`config.mk`:
```
export PLATFORM = sky130hd
export DESIGN_NAME = machine_csr_file
export DESIGN_NICKNAME = d
export VERILOG_FILES = /design/src/rtl/csr_pkg.sv /design/src/rtl/csr_counter64.sv /design/src/rtl/machine_csr_file.sv
export SDC_FILE = /design/constraint.sdc
export NUM_CORES = 1
export LEC_CHECK = 0
export CAP_MARGIN = 20
export CORE_MARGIN = 2
export CORE_UTILIZATION = 59
export CTS_BUF_LIST = sky130_fd_sc_hd__clkbuf_8
export CTS_CLUSTER_SIZE = 24
export DETAILED_ROUTE_END_ITERATION = 7
export HOLD_SLACK_MARGIN = 0.12
export MAX_ROUTING_LAYER = met4
export PLACE_DENSITY = 0.84
export SETUP_SLACK_MARGIN = 0.2
export SKIP_LAST_GASP = 1
export SLEW_MARGIN = 20
export SYNTH_ARGS = -nofsm -noshare
export SYNTH_HDL_FRONTEND = slang
export SYNTH_SLANG_ARGS = --single-unit
```
`constraint.sdc`:
```
create_clock -name clk -period 3.5 [get_ports clk]
set_input_delay 0.7 -clock clk [delete_from_list [all_inputs] [get_ports clk]]
set_output_delay 0.7 -clock clk [all_outputs]
set_load 0.02 [all_outputs]
```
`src/rtl/csr_pkg.sv`:
```
// Shared definitions for the machine-mode CSR file: addresses, op codes, masks and
// interrupt bit positions.
package csr_pkg;

    localparam logic [3:0] CSR_MSTATUS   = 4'h0;
    localparam logic [3:0] CSR_MISA      = 4'h1;
    localparam logic [3:0] CSR_MIE       = 4'h2;
    localparam logic [3:0] CSR_MTVEC     = 4'h3;
    localparam logic [3:0] CSR_MEPC      = 4'h4;
    localparam logic [3:0] CSR_MCAUSE    = 4'h5;
    localparam logic [3:0] CSR_MTVAL     = 4'h6;
    localparam logic [3:0] CSR_MIP       = 4'h7;
    localparam logic [3:0] CSR_MSCRATCH  = 4'h8;
    localparam logic [3:0] CSR_MCYCLE    = 4'h9;
    localparam logic [3:0] CSR_MCYCLEH   = 4'hA;
    localparam logic [3:0] CSR_MINSTRET  = 4'hB;
    localparam logic [3:0] CSR_MINSTRETH = 4'hC;

    localparam logic [1:0] CSR_OP_R = 2'b00;
    localparam logic [1:0] CSR_OP_W = 2'b01;
    localparam logic [1:0] CSR_OP_S = 2'b10;
    localparam logic [1:0] CSR_OP_C = 2'b11;

    localparam logic [31:0] MSTATUS_WMASK = 32'h0000_0088;
    localparam logic [31:0] MIE_MASK      = 32'h0000_0888;
    localparam logic [31:0] MPP_FIXED     = 32'h0000_1800;
    localparam logic [31:0] MTVEC_WMASK   = 32'hFFFF_FFFD;
    localparam logic [31:0] MEPC_WMASK    = 32'hFFFF_FFFC;

    localparam int unsigned IRQ_MEI = 11;
    localparam int unsigned IRQ_MTI = 7;
    localparam int unsigned IRQ_MSI = 3;
    localparam int unsigned MSTATUS_MIE = 3;

    // Value a CSR instruction writes back given the current register contents.
    function automatic logic [31:0] csr_apply_op(input logic [1:0] op,
                                                 input logic [31:0] old_val,
                                                 input logic [31:0] wdata);
        logic [31:0] res;
        res = old_val;
        unique case (op)
            CSR_OP_W: res = wdata;
            CSR_OP_S: res = old_val | wdata;
            CSR_OP_C: res = old_val & ~wdata;
            default:  res = old_val;
        endcase
        return res;
    endfunction

endpackage

```
`src/rtl/csr_counter64.sv`:
```
// 64-bit free-running counter with separately writable halves; a write to either half
// takes priority over the increment in that cycle.
module csr_counter64 (
    input  logic        clk,
    input  logic        rst,
    input  logic        inc,
    input  logic        we_lo,
    input  logic        we_hi,
    input  logic [31:0] wdata,
    output logic [63:0] value
);

    logic [63:0] cnt_q, cnt_d;

    always_comb begin
        cnt_d = cnt_q;
        if (we_lo || we_hi) begin
            if (we_lo) cnt_d[31:0]  = wdata;
            if (we_hi) cnt_d[63:32] = wdata;
        end else if (inc) begin
            cnt_d = cnt_q + 64'd1;
        end
    end

    always_ff @(posedge clk or negedge rst) begin
        if (!rst) cnt_q <= '0;
        else      cnt_q <= cnt_d;
    end

    assign value = cnt_q;

endmodule

```
`src/rtl/machine_csr_file.sv`:
```
// Machine-mode CSR storage shared by the trap controller and CSR instructions.
// Define CSR_COUNTERS_EN to implement the mcycle/minstret counters (addresses 9-C).
module machine_csr_file
    import csr_pkg::*;
#(
    parameter logic [31:0] MTVEC_RST = 32'h0000_0000,
    parameter logic [31:0] MISA_VAL  = 32'h4000_0100
) (
    input  logic        clk,
    input  logic        rst,
    input  logic        trap_handler_csr_write,
    input  logic [3:0]  trap_handler_add,
    input  logic [31:0] trap_handler_data,
    input  logic        trap_handler_add_src,
    input  logic        core_csr_we,
    input  logic [1:0]  core_csr_op,
    input  logic [3:0]  core_csr_add,
    input  logic [31:0] core_csr_wdata,
    input  logic        instret,
    input  logic        ext_irq,
    input  logic        sw_irq,
    input  logic        tmr_irq,
    output logic [31:0] csrOut,
    output logic        interruptRaised,
    output logic        machineExternalInterrupt,
    output logic        machineSoftwareInterrupt,
    output logic        machineTimerInterrupt
);

    logic [3:0]  sel_add;
    logic        wr_en;
    logic [31:0] wr_val;
    logic [31:0] rd_val;
    logic [31:0] counter_rd;

    logic [31:0] mstatus_q, mie_q, mtvec_q, mepc_q, mcause_q, mtval_q, mip_q, mscratch_q;
    logic [31:0] mip_d;

    // Trap port fully owns the path when selected; core request is dropped.
    always_comb begin
        if (trap_handler_add_src) begin
            sel_add = trap_handler_add;
            wr_en   = trap_handler_csr_write;
            wr_val  = trap_handler_data;
        end else begin
            sel_add = core_csr_add;
            wr_en   = core_csr_we && (core_csr_op != CSR_OP_R);
            wr_val  = csr_apply_op(core_csr_op, rd_val, core_csr_wdata);
        end
    end

    always_comb begin
        rd_val = '0;
        case (sel_add)
            CSR_MSTATUS:  rd_val = mstatus_q | MPP_FIXED;
            CSR_MISA:     rd_val = MISA_VAL;
            CSR_MIE:      rd_val = mie_q;
            CSR_MTVEC:    rd_val = mtvec_q;
            CSR_MEPC:     rd_val = mepc_q;
            CSR_MCAUSE:   rd_val = mcause_q;
            CSR_MTVAL:    rd_val = mtval_q;
            CSR_MIP:      rd_val = mip_q;
            CSR_MSCRATCH: rd_val = mscratch_q;
            default:      rd_val = counter_rd;
        endcase
    end

    assign csrOut = rd_val;

    // Source levels are OR'd in after the write so an asserted line cannot be cleared.
    always_comb begin
        mip_d = (wr_en && sel_add == CSR_MIP) ? (wr_val & MIE_MASK) : mip_q;
        mip_d[IRQ_MEI] = mip_d[IRQ_MEI] | ext_irq;
        mip_d[IRQ_MTI] = mip_d[IRQ_MTI] | tmr_irq;
        mip_d[IRQ_MSI] = mip_d[IRQ_MSI] | sw_irq;
    end

    always_ff @(posedge clk or negedge rst) begin
        if (!rst) begin
            mstatus_q  <= '0;
            mie_q      <= '0;
            mtvec_q    <= MTVEC_RST & MTVEC_WMASK;
            mepc_q     <= '0;
            mcause_q   <= '0;
            mtval_q    <= '0;
            mip_q      <= '0;
            mscratch_q <= '0;
        end else begin
            mip_q <= mip_d;
            if (wr_en) begin
                case (sel_add)
                    CSR_MSTATUS:  mstatus_q  <= wr_val & MSTATUS_WMASK;
                    CSR_MIE:      mie_q      <= wr_val & MIE_MASK;
                    CSR_MTVEC:    mtvec_q    <= wr_val & MTVEC_WMASK;
                    CSR_MEPC:     mepc_q     <= wr_val & MEPC_WMASK;
                    CSR_MCAUSE:   mcause_q   <= wr_val;
                    CSR_MTVAL:    mtval_q    <= wr_val;
                    CSR_MSCRATCH: mscratch_q <= wr_val;
                    default:      ;
                endcase
            end
        end
    end

`ifdef CSR_COUNTERS_EN
    logic [63:0] mcycle, minstret;

    csr_counter64 u_mcycle (
        .clk   (clk),
        .rst   (rst),
        .inc   (1'b1),
        .we_lo (wr_en && sel_add == CSR_MCYCLE),
        .we_hi (wr_en && sel_add == CSR_MCYCLEH),
        .wdata (wr_val),
        .value (mcycle)
    );

    csr_counter64 u_minstret (
        .clk   (clk),
        .rst   (rst),
        .inc   (instret),
        .we_lo (wr_en && sel_add == CSR_MINSTRET),
        .we_hi (wr_en && sel_add == CSR_MINSTRETH),
        .wdata (wr_val),
        .value (minstret)
    );

    always_comb begin
        counter_rd = '0;
        case (sel_add)
            CSR_MCYCLE:    counter_rd = mcycle[31:0];
            CSR_MCYCLEH:   counter_rd = mcycle[63:32];
            CSR_MINSTRET:  counter_rd = minstret[31:0];
            CSR_MINSTRETH: counter_rd = minstret[63:32];
            default:       counter_rd = '0;
        endcase
    end
`else
    logic unused_instret;
    assign unused_instret = instret;
    assign counter_rd     = '0;
`endif

    assign machineExternalInterrupt = mip_q[IRQ_MEI] & mie_q[IRQ_MEI];
    assign machineSoftwareInterrupt = mip_q[IRQ_MSI] & mie_q[IRQ_MSI];
    assign machineTimerInterrupt    = mip_q[IRQ_MTI] & mie_q[IRQ_MTI];
    assign interruptRaised = (machineExternalInterrupt | machineSoftwareInterrupt |
                              machineTimerInterrupt) & mstatus_q[MSTATUS_MIE];

endmodule

```
==> impl_metrics.env <==
export IMPL_routed_via_density=6.518
export IMPL_sw_frac_of_total=0.3446
export IMPL_ant_nets=0
export IMPL_syn2layout_area_growth_pct=27.44
export IMPL_critPathMaxFanout=4
export IMPL_track_usage=0.3686
export IMPL_grt_pass1_wl_um=51310
export IMPL_clock_path_buffers=2
export IMPL_post_drt_wl_per_cell_um=20.65
export IMPL_cts_tree="yes"
export IMPL_layout_nets=1430
export IMPL_yosys_area_top_type="dfrtp_1"
export IMPL_yosys_warnings=0
export IMPL_p_int_w=0.003825
export IMPL_leakagePower_nw=5.383
export IMPL_top_usage_layer="met2"
export IMPL_finalCriticalPeriod_ns=3.269
export IMPL_synth_seq_area_share=0.4069
export IMPL_io_pins=119
export IMPL_wl_um=32620
export IMPL_power_frac_comb=0.301
export IMPL_cts_root_buf="clkbuf_8"
export IMPL_synth_area_leaders="dfrtp_1 41%, mux2i_1 8.0%, nand2_1 6.7%"
export IMPL_power_switching_w=0.002011
export IMPL_ys_ff_latch=165
export IMPL_avgSynthCellArea_um2=8.893
export IMPL_grt_max_degree=91
export IMPL_grt_pass1_vias=10160
export IMPL_synthDistinctLibCells=70
export IMPL_use_met1=0.4767
export IMPL_drt_initial_drc_count=1149
export IMPL_crit_arrival_ns=2.57
export IMPL_ys_flop_type="dfrtp_1"
export IMPL_period_share=0.9341
export IMPL_place_congestion=0.9755
export IMPL_seqPwrFrac=0.465
export IMPL_netlist_area_leader_share=0.4069
export IMPL_tightest_slew_ns=0.5810
export IMPL_final_area_um2=12930
export IMPL_fp_dieW_um=135.1
export IMPL_max_cap_violations=0
export IMPL_clk_latency_ns=0.47
export IMPL_report_final_slew_viol_count=0
export IMPL_async_reset_ff_frac=1.000
export IMPL_hold_buffers=0
export IMPL_crit_path_start_kind="input port"
export IMPL_placed_cell_area_um2=12390
export IMPL_path_class="in -> out"
export IMPL_setup_viol=0
export IMPL_min_path_type="in -> async"
export IMPL_syn_cell_area_um2=10150
export IMPL_use_met2=0.5854
export IMPL_drive_above_1_share=0.2169
export IMPL_hold_viol_final=0
export IMPL_insertedDiodeCount=0
export IMPL_fin_util=0.7743
export IMPL_grt_remaining_overflow=0
export IMPL_rsz0062_at_grt="true"
export IMPL_core_area_um2=16700
export IMPL_die_area_um2=18260
export IMPL_p_per_area_nw_per_um2=451.3
export IMPL_max_freq_ghz=0.3059
export IMPL_syn_nets=1224
export IMPL_port_buffers=117
export IMPL_cts_sinks=165
export IMPL_synth_edf_count=0
export IMPL_vdd_ir_drop_worst_mv=0.2678
export IMPL_drc_errors=0
export IMPL_worst_slack_ns=0.2306
export IMPL_cts_buffers=17
export IMPL_dr_pass1_iters=5
export IMPL_row_count=47
export IMPL_max_slew_margin=0.6085
export IMPL_critPathCaptureType="output port"
export IMPL_hpwl_um=21880
export IMPL_nFillCells=1118
export IMPL_synthCells=1141
export IMPL_die_h_um=135.1
export IMPL_h_tree_depth=4
export IMPL_pre_cts_ws_ns=-0.3876
export IMPL_clk_pin_slew_ns=0.09
export IMPL_critical_path_required_ns=2.80
export IMPL_status="finished, final reports clean"
export IMPL_antenna_found_initial=0
export IMPL_use_met3=0.05799
export IMPL_via_count=10300
export IMPL_pwr_share_clk=0.234
export IMPL_fin_skew_ns=0.01208
export IMPL_start_util=0.6076
final cells by class:
type,count,area [µm²],share of cell area
Clock buffer,19,261.5,0.02022
Clock inverter,13,121.4,0.009386
Inverter,24,90.09,0.006967
Multi-Input combinational cell,864,5592,0.4324
Sequential cell,165,4129,0.3193
Tap cell,220,275.3,0.02129
Timing Repair Buffer,275,2462,0.1904
cell usage in the layout, fill, tap and decap left out, types with 13 or more instances in the layout:
cell             count
nor2_1              52
dfrtp_1            165
xnor2_1             27
nand2_1            181
inv_1               24
a22o_1              14
clkdlybuf4s50_1     74
a21oi_2             20
buf_12              13
mux2i_1             80
a31oi_1             59
a21oi_1             85
a311oi_1            13
clkbuf_8            19
a221o_1             13
o21ai_0            106
buf_4              138
buf_6               13
nor2b_1             31
critical path, stage by stage:
cell and delay (ns):
dlygate4sd2_1 0.28, buf_2 0.18, nor3b_1 0.16, or2_4 0.29, a22o_1 0.23, a222oi_1 0.34, o21ai_1 0.19, buf_4 0.20
repair_timing:
| action | 4_1_cts | 5_1_grt |
|---|---|---|
| setup endpoints to repair | 32 | 22 |
| pin swaps | 9 | 2 |
| cloned | 2 | 0 |
| gates resized for setup | 141 | 28 |
| setup buffers | 8 | 0 |
cells in the mapped netlist, types with 5 or more instances:
cell type and count:
a211oi_1 10, a211oi_2 6, a21o_1 7, a21oi_1 100, a21oi_2 5, a221o_1 13
a22o_1 15, a311oi_1 13, a31oi_1 59, a32o_1 6, and2_1 7, and3_1 8
and3b_1 6, buf_2 33, buf_4 6, buf_6 14, clkbuf_1 31, dfrtp_1 165
inv_1 24, mux2_2 11, mux2i_1 81, nand2_1 181, nand2b_1 6, nand3_1 7
nor2_1 54, nor2b_1 32, nor3_1 5, nor3_2 5, nor3b_1 7, o21ai_0 108
o21ai_1 6, o31ai_1 11, or2_1 5, or3_1 5, xnor2_1 27
metrics by stage:
stage	cells	TNS [ns]	total power [W]	hold slack [ns]
final	1580	0	0.005836	0.1488
after global routing	1580	0	0.006123	0.1747
after CTS	1580	0	0.005786	0.1643
after detailed placement	1538	-9.972	0.004437	0.4695
after global placement	1538	-8.959	0.004327	0.4570
after floorplan	1141	0	0.003711	0.4044
state kept, by name, summed over array words and instances, names as in the netlist:
register	flops
mscratch_q	32
mepc_q	30
mstatus_q	2
mcause_q	32
mtval_q	32
mtvec_q	31
mip_q	3
mie_q	3
final timing paths:
path | from | cells past startpoint | endpoint | slack [ns]
worst max-delay path | core_csr_add[1] | 8 | csrOut[8] | 0.23
worst min-delay path | rst | 1 | mscratch_q[20] | 0.15
worst max register to register | mtval_q[12] | 7 | mtvec_q[12] | 1.63
worst min register to register | mepc_q[18] | 2 | mepc_q[18] | 0.49
max in group asynchronous | rst | 2 | mtvec_q[31] | 2.52
min in group clk | mepc_q[18] | 2 | mepc_q[18] | 0.49
cells by family after synthesis:
group,count (synthesis),synth area share
AND/OR/NAND/NOR,339,0.1578
flip-flops,165,0.4069
multiplexers,94,0.09494
AO/OA/AOI/OAI,403,0.2581
buffers and inverters,112,0.05808
XOR/XNOR,28,0.02417
metal layers:
layer / vias up / routed length (µm)
li1: 4555 / -
met1: 5062 / 13130
met2: 590 / 15640
met3: 92 / 2929
met4: 0 / 922
met5: - / 0
power groups by stage:
stage                     registers, W  clock network, W  logic, W
final                          0.00272           0.00136   0.00176
after detailed placement       0.00273                 0   0.00171
after floorplan                0.00265                 0   0.00106
after global placement         0.00270                 0   0.00162
after CTS                      0.00270           0.00135   0.00173
after global routing           0.00277           0.00144   0.00192
No activity file was read; power rests on OpenSTA's default activity.
